<file path="config.mk">
export PLATFORM = sky130hd
export DESIGN_NAME = snowflake_uart_tx_flat
export DESIGN_NICKNAME = d
export VERILOG_FILES = /design/src/rtl/snowflake_uart_pkg.sv /design/src/rtl/snowflake_uart_tx_if.sv /design/src/rtl/snowflake_fifo.sv /design/src/rtl/snowflake_uart_tx.sv /design/src/flat_wrapper.sv
export SDC_FILE = /design/constraint.sdc
export NUM_CORES = 1
export LEC_CHECK = 0
export BUFFER_PORTS_ARGS = -buffer_cell sky130_fd_sc_hd__clkbuf_2
export CAP_MARGIN = 20
export CORE_MARGIN = 10
export CORE_UTILIZATION = 33
export CTS_CLUSTER_DIAMETER = 80
export CTS_CLUSTER_SIZE = 14
export DETAILED_ROUTE_END_ITERATION = 8
export SLEW_MARGIN = 20
export SYNTH_ARGS = -nofsm -noshare
export SYNTH_HDL_FRONTEND = slang
export SYNTH_SLANG_ARGS = --single-unit
</file>
<file path="constraint.sdc">
create_clock -name clk -period 2.7 [get_ports clk]
set_input_delay 0.54 -clock clk [delete_from_list [all_inputs] [get_ports clk]]
set_output_delay 0.54 -clock clk [all_outputs]
set_load 0.02 [all_outputs]
</file>
<file path="src/rtl/snowflake_uart_pkg.sv">
// Shared types and constants for the snowflake UART transmitter.
// Register offsets are word offsets decoded from sys_addr[7:2].
package snowflake_uart_pkg;

  typedef enum logic [1:0] {
    IDLE  = 2'd0,
    START = 2'd1,
    DATA  = 2'd2,
    STOP  = 2'd3
  } tx_state_e;

  localparam logic [5:0] REG_TXDATA = 6'h00;
  localparam logic [5:0] REG_STATUS = 6'h01;
  localparam logic [5:0] REG_CLKDIV = 6'h02;

  localparam int ST_BUSY  = 0;
  localparam int ST_FULL  = 1;
  localparam int ST_EMPTY = 2;
  localparam int ST_OVF   = 3;
  localparam int ST_COUNT = 8;

endpackage

</file>
<file path="src/rtl/snowflake_uart_tx_if.sv">
// Snowflake system bus slave port as seen by the UART peripheral.
// Handshake: sys_en is a one-cycle strobe and the slave is always ready; a read
// (sys_wr_en=0) updates sys_rd_data on that edge and it holds until the next read.
interface snowflake_uart_tx_if;
  logic [31:0] sys_addr;
  logic [31:0] sys_wr_data;
  logic [31:0] sys_rd_data;
  logic        sys_en;
  logic        sys_wr_en;

  modport master (
    output sys_addr, sys_wr_data, sys_en, sys_wr_en,
    input  sys_rd_data
  );

  modport slave (
    input  sys_addr, sys_wr_data, sys_en, sys_wr_en,
    output sys_rd_data
  );
endinterface

</file>
<file path="src/rtl/snowflake_fifo.sv">
// Synchronous FIFO with first-word-fall-through read data.
// Push on full and pop on empty are ignored.
module snowflake_fifo #(
  parameter  int WIDTH = 8,
  parameter  int DEPTH = 8,
  localparam int AW    = $clog2(DEPTH),
  localparam int CW    = AW + 1
) (
  input  logic             clk,
  input  logic             rst,
  input  logic             push,
  input  logic             pop,
  input  logic [WIDTH-1:0] wdata,
  output logic [WIDTH-1:0] rdata,
  output logic             full,
  output logic             empty,
  output logic [CW-1:0]    count
);

  logic [WIDTH-1:0] mem [DEPTH];
  logic [AW-1:0]    wr_ptr;
  logic [AW-1:0]    rd_ptr;
  logic             do_push;
  logic             do_pop;

  assign full    = (count == CW'(DEPTH));
  assign empty   = (count == '0);
  assign do_push = push & ~full;
  assign do_pop  = pop & ~empty;
  assign rdata   = mem[rd_ptr];

  always_ff @(posedge clk or posedge rst) begin
    if (rst) begin
      wr_ptr <= '0;
      rd_ptr <= '0;
      count  <= '0;
    end else begin
      if (do_push) wr_ptr <= wr_ptr + AW'(1);
      if (do_pop)  rd_ptr <= rd_ptr + AW'(1);
      count <= count + CW'(do_push) - CW'(do_pop);
    end
  end

  always_ff @(posedge clk) begin
    if (do_push) mem[wr_ptr] <= wdata;
  end

endmodule

</file>
<file path="src/rtl/snowflake_uart_tx.sv">
// Memory-mapped 8N1 UART transmitter: register decode, TX FIFO and baud FSM.
// tx is registered from the FSM state, so the line lags the state by one cycle.
module snowflake_uart_tx
  import snowflake_uart_pkg::*;
#(
  parameter int          DEPTH       = 8,
  parameter logic [15:0] DEFAULT_DIV = 16'd207
) (
  input  logic                      clk,
  input  logic                      rst,
  snowflake_uart_tx_if.slave        sys,
  output logic                      tx,
  output logic                      irq_empty,
  output tx_state_e                 state_dbg
);

  localparam int CW = $clog2(DEPTH) + 1;

  logic [5:0]    offset;
  logic          wr, rd, push, pop;
  logic          fifo_full, fifo_empty;
  logic [7:0]    fifo_rdata;
  logic [CW-1:0] fifo_count;
  logic [15:0]   clkdiv;
  logic          overflow;
  logic [31:0]   rd_data, rd_mux, status;
  tx_state_e     state, state_next;
  logic [15:0]   baud, baud_next;
  logic [7:0]    shift, shift_next;
  logic [2:0]    idx, idx_next;
  logic          tx_next;
  logic          unused_bits;

  assign offset          = sys.sys_addr[7:2];
  assign wr              = sys.sys_en & sys.sys_wr_en;
  assign rd              = sys.sys_en & ~sys.sys_wr_en;
  assign push            = wr && (offset == REG_TXDATA);
  assign sys.sys_rd_data = rd_data;
  assign state_dbg       = state;
  assign unused_bits     = ^{sys.sys_addr[31:8], sys.sys_addr[1:0], sys.sys_wr_data[31:16]};

  snowflake_fifo #(.WIDTH(8), .DEPTH(DEPTH)) u_fifo (
    .clk   (clk),
    .rst   (rst),
    .push  (push),
    .pop   (pop),
    .wdata (sys.sys_wr_data[7:0]),
    .rdata (fifo_rdata),
    .full  (fifo_full),
    .empty (fifo_empty),
    .count (fifo_count)
  );

  always_comb begin
    status           = '0;
    status[ST_BUSY]  = (state != IDLE) | ~fifo_empty;
    status[ST_FULL]  = fifo_full;
    status[ST_EMPTY] = fifo_empty;
    status[ST_OVF]   = overflow;
    status[ST_COUNT +: 7] = 7'(fifo_count);
    rd_mux = '0;
    case (offset)
      REG_STATUS: rd_mux = status;
      REG_CLKDIV: rd_mux = {16'h0000, clkdiv};
      default:    rd_mux = '0;
    endcase
  end

  // The full check uses the pre-pop count, so a push on full is lost even if the FSM pops.
  always_ff @(posedge clk or posedge rst) begin
    if (rst) begin
      clkdiv   <= DEFAULT_DIV;
      overflow <= 1'b0;
      rd_data  <= '0;
    end else begin
      if (wr && (offset == REG_CLKDIV)) clkdiv <= sys.sys_wr_data[15:0];
      if (push && fifo_full) overflow <= 1'b1;
      else if (wr && (offset == REG_STATUS) && sys.sys_wr_data[ST_OVF]) overflow <= 1'b0;
      if (rd) rd_data <= rd_mux;
    end
  end

  always_comb begin
    state_next = state;
    baud_next  = baud;
    shift_next = shift;
    idx_next   = idx;
    pop        = 1'b0;
    tx_next    = 1'b1;
    unique case (state)
      IDLE: begin
        if (!fifo_empty) begin
          pop        = 1'b1;
          shift_next = fifo_rdata;
          baud_next  = clkdiv;
          state_next = START;
        end
      end
      START: begin
        tx_next = 1'b0;
        if (baud == '0) begin
          baud_next  = clkdiv;
          idx_next   = '0;
          state_next = DATA;
        end else begin
          baud_next = baud - 16'd1;
        end
      end
      DATA: begin
        tx_next = shift[0];
        if (baud == '0) begin
          baud_next  = clkdiv;
          shift_next = {1'b0, shift[7:1]};
          idx_next   = idx + 3'd1;
          if (idx == 3'd7) state_next = STOP;
        end else begin
          baud_next = baud - 16'd1;
        end
      end
      STOP: begin
        if (baud == '0) state_next = IDLE;
        else            baud_next  = baud - 16'd1;
      end
      default: state_next = IDLE;
    endcase
  end

  always_ff @(posedge clk or posedge rst) begin
    if (rst) begin
      state     <= IDLE;
      baud      <= '0;
      shift     <= '0;
      idx       <= '0;
      tx        <= 1'b1;
      irq_empty <= 1'b1;
    end else begin
      state     <= state_next;
      baud      <= baud_next;
      shift     <= shift_next;
      idx       <= idx_next;
      tx        <= tx_next;
      irq_empty <= fifo_empty && (state == IDLE);
    end
  end

endmodule

</file>
<file path="src/flat_wrapper.sv">
// flat-port wrapper written by rule: the top's interface ports become plain ports
module snowflake_uart_tx_flat import snowflake_uart_pkg::*;
#(
  parameter int          DEPTH       = 8,
  parameter logic [15:0] DEFAULT_DIV = 16'd207
)
  (clk, rst, tx, irq_empty, state_dbg, sys_sys_addr, sys_sys_wr_data, sys_sys_en, sys_sys_wr_en, sys_sys_rd_data);
  snowflake_uart_tx_if sys_i ();
  input  logic clk;
  input  logic rst;
  output logic tx;
  output logic irq_empty;
  output tx_state_e state_dbg;
  input wire logic [$bits(sys_i.sys_addr)-1:0] sys_sys_addr;
  input wire logic [$bits(sys_i.sys_wr_data)-1:0] sys_sys_wr_data;
  input wire logic [$bits(sys_i.sys_en)-1:0] sys_sys_en;
  input wire logic [$bits(sys_i.sys_wr_en)-1:0] sys_sys_wr_en;
  output wire logic [$bits(sys_i.sys_rd_data)-1:0] sys_sys_rd_data;
  assign sys_i.sys_addr = sys_sys_addr;
  assign sys_i.sys_wr_data = sys_sys_wr_data;
  assign sys_i.sys_en = sys_sys_en;
  assign sys_i.sys_wr_en = sys_sys_wr_en;
  assign sys_sys_rd_data = sys_i.sys_rd_data;
  snowflake_uart_tx #(.DEPTH(DEPTH), .DEFAULT_DIV(DEFAULT_DIV)) u_core (.clk(clk), .rst(rst), .sys(sys_i), .tx(tx), .irq_empty(irq_empty), .state_dbg(state_dbg));
endmodule
</file>
==> impl_metrics.toml <==
[outcome]
status = "finished clean"

[clocking]
worst_skew_pair.late_latency_ps = 410
cell_chosen_for_the_clock_root = "clkbuf_16"
clock_tree.buffer_depth = 2
clkSlewWorstSetupHoldPaths_ps = 60
post-cts-setup-buffer-count = 0
cts-htree-levels = 4
tritoncts.num_buffers = 17
clkSinkCount = 138
tritoncts = "yes"
post_cts_resized = 0
cts_hold_buffers = 0

[detailed_routing]
drt_pass1_iterations = 4
postRouteAntennaNets = 0
remaining_drc_errors = 0
detail_route.wirelength_um = 14000
route.detailed.wl_per_inst_um = 17.3
route.vias.total = 4104
routed_via_density = 5.07
initialDrtViolationCount = 240

[floorplanning]
dieArea_um2 = 25100
start_util_pct = 33.7
design.portCount = 104
die_h_um = 158
die_width_um = 158
floorplan.core_area_um2 = 18800
rows = 50

[timing]
slew_headroom_pct = 37.4
clock-skew-final_ps = 12.8
finalCriticalPeriod_ps = 2420
grt_setup_unrepaired = "no"
max_clock_freq_ghz = 0.414
timing_max_transition_violations_final = 0
final.period_utilization_pct = 89.5
finalSetupTns_ps = 0
report.final.hold_viol_count = 0
setup_ws_ps = 284
worst-slew-pin-transition_ps = 938
setup_violation_total_in_the_final_timing_report = 0

[yosys]
syn_inst = 489
post_synth_main_area_contributors = "edfxtp_1 30%, dfrtp_1 26%, mux4_2 5.7%"
synth_area_leader_cell = "edfxtp_1"
yosysWarnings = 0
synth_cell_type_count = 61
synth_enable_flop_cells = 64
yosys_register_bits = 138
synth.avg_cell_area_um2 = 12.9
synth_sequential_area_ratio_pct = 59.9
postSynth.asyncResetShare_pct = 53.6
post-synth-top-area-fraction_pct = 30.4
syn_area_um2 = 6320
predominant_post_synthesis_flop_cell = "dfrtp_1"

[placed_design]
gp_congestion = 0.913
dp_worst_setup_slack_ps = -55.7
dpl.hpwl_um = 10200
detailed_place.area_um2 = 6920
placement.io_buffers = 45

[grt]
globalRouteOverflowTotal = 0
groute.usage.overall_pct = 11.6
grt_max_degree = 33
grt_pass1_wl_um = 22700
antenna_found_initial = 0
first_global_vias = 4241

[worst_setup_path]
cp_data_required_time_ps = 2990
worst-path-max-fanout = 13
startpoint_type = "flop"
worst-setup-path-type = "flop to flop"
critical_path.endpoint_type = "flop"
data_arrival_time_of_the_worst_path_ps = 2710

[pwr]
p_per_area_nw_per_um2 = 1050
vdd.ir_drop.worst_uv = 510
leakagePower_nw = 3.13

[job]
timing.max_cap.violations = 0

[final_layout]
multi_input_area_um2 = 2320
layout.core_utilization_pct = 39.9
layout-drive-gt1-share_pct = 27.8
register_area_um2 = 3780
area.growth.synth_to_final_pct = 18.6
filler_cell_count = 1771
final_nets = 647
antenna_cells_inserted = 0
post-route-cell-area_um2 = 7490

[worst_hold_path]
hp-class = "input pin to async pin"
[sequential cells by signal, indices dropped and copies added, names as in the netlist]
name / count
u_core.baud: 16
u_core.clkdiv: 16
u_core.u_fifo.wr_ptr: 3
u_core.irq_empty: 1
u_core.tx: 1
u_core.u_fifo.count: 4
u_core.idx: 3
u_core.sys.sys_rd_data: 16
u_core.state_dbg: 2
u_core.overflow: 1
u_core.u_fifo.rd_ptr: 3
u_core.shift: 8
u_core.u_fifo.mem: 64
[logic make-up after synthesis]
logic type,synth area share [%]
flops,59.9
fa+ha+maj,3.49
mux,10.7
xor+xnor,0.832
buf+inv,4.53
compound gates,10.2
simple gates,10.3
other cells,0.0593
[Yosys cell counts (8+ instances only)]
| cell | n |
|---|---|
| a21oi_1 | 12 |
| buf_4 | 18 |
| clkbuf_1 | 12 |
| dfrtp_1 | 66 |
| dfstp_2 | 8 |
| edfxtp_1 | 64 |
| ha_1 | 16 |
| inv_1 | 20 |
| mux2_2 | 19 |
| mux2i_1 | 10 |
| mux4_2 | 16 |
| nand2_1 | 63 |
| nor2_1 | 16 |
| nor3_1 | 11 |
| o21ai_0 | 35 |
[metrics by stage]
step	hold slack, ps	power [mW]	std cells
final	118	7.84	809
after CTS	132	7.90	809
after global routing	158	8.35	809
after global placement	460	5.53	777
after floorplan	443	4.88	504
after detailed placement	471	5.63	777
[path summary, 6_finish.rpt]
path | end | startpoint | depth (start not counted) | slack, ps
max | u_core.baud[8] | u_core.baud[6] | 5 | 280
min | u_core.shift[6] | rst | 2 | 120
max reg2reg | u_core.baud[8] | u_core.baud[6] | 5 | 280
min reg2reg | u_core.sys.sys_rd_data[9] | u_core.sys.sys_rd_data[9] | 2 | 490
max in group asynchronous | u_core.clkdiv[7] | rst | 3 | 1830
min in group clk | u_core.overflow | sys_sys_addr[2] | 2 | 370
[worst max-delay path, cell delays in order, from the launching register on]
cell and delay (ps):
dfrtp_1 450, nor3_1 470, and4_1 440, a31oi_4 220, and2_1 320, a221o_1 390
[metal layers]
layer,wire [µm],part of all wire (%),up-vias,GRT usage [%]
met1,6310,45,2051,15.2
met2,6820,49,111,18.8
met4,203,1.5,0,4.41
met3,642,4.6,16,2.29
met5,0,0,-,0
li1,-,-,1926,-
[area by class of cell]
cell class / count / area share [%]
well taps: 234 / 3.91
repair buffers: 75 / 6.01
multi-input cells: 309 / 30.9
clock buffers: 21 / 6.01
flip-flops and latches: 138 / 50.5
inverters: 21 / 1.05
clock inverters: 11 / 1.62
[cell usage in the layout, fill, tap and decap left out, types with 17 or more instances in the layout]
master     count
clkbuf_16     17
buf_4         30
clkbuf_2      45
inv_1         19
o21ai_0       35
dfrtp_1       66
nand2_1       63
mux2_2        19
edfxtp_1      64
[power breakdown]
| part | internal, mW | total (mW) | switching [mW] | leakage, nW |
|---|---|---|---|---|
| clock network | 1.38 | 2.24 | 0.859 | 0.279 |
| logic | 1.21 | 2.74 | 1.53 | 1.33 |
| registers | 2.51 | 2.86 | 0.353 | 1.52 |
| total | 5.10 | 7.84 | 2.74 | 3.13 |
Note: power is estimated with default switching activity, not from simulation.
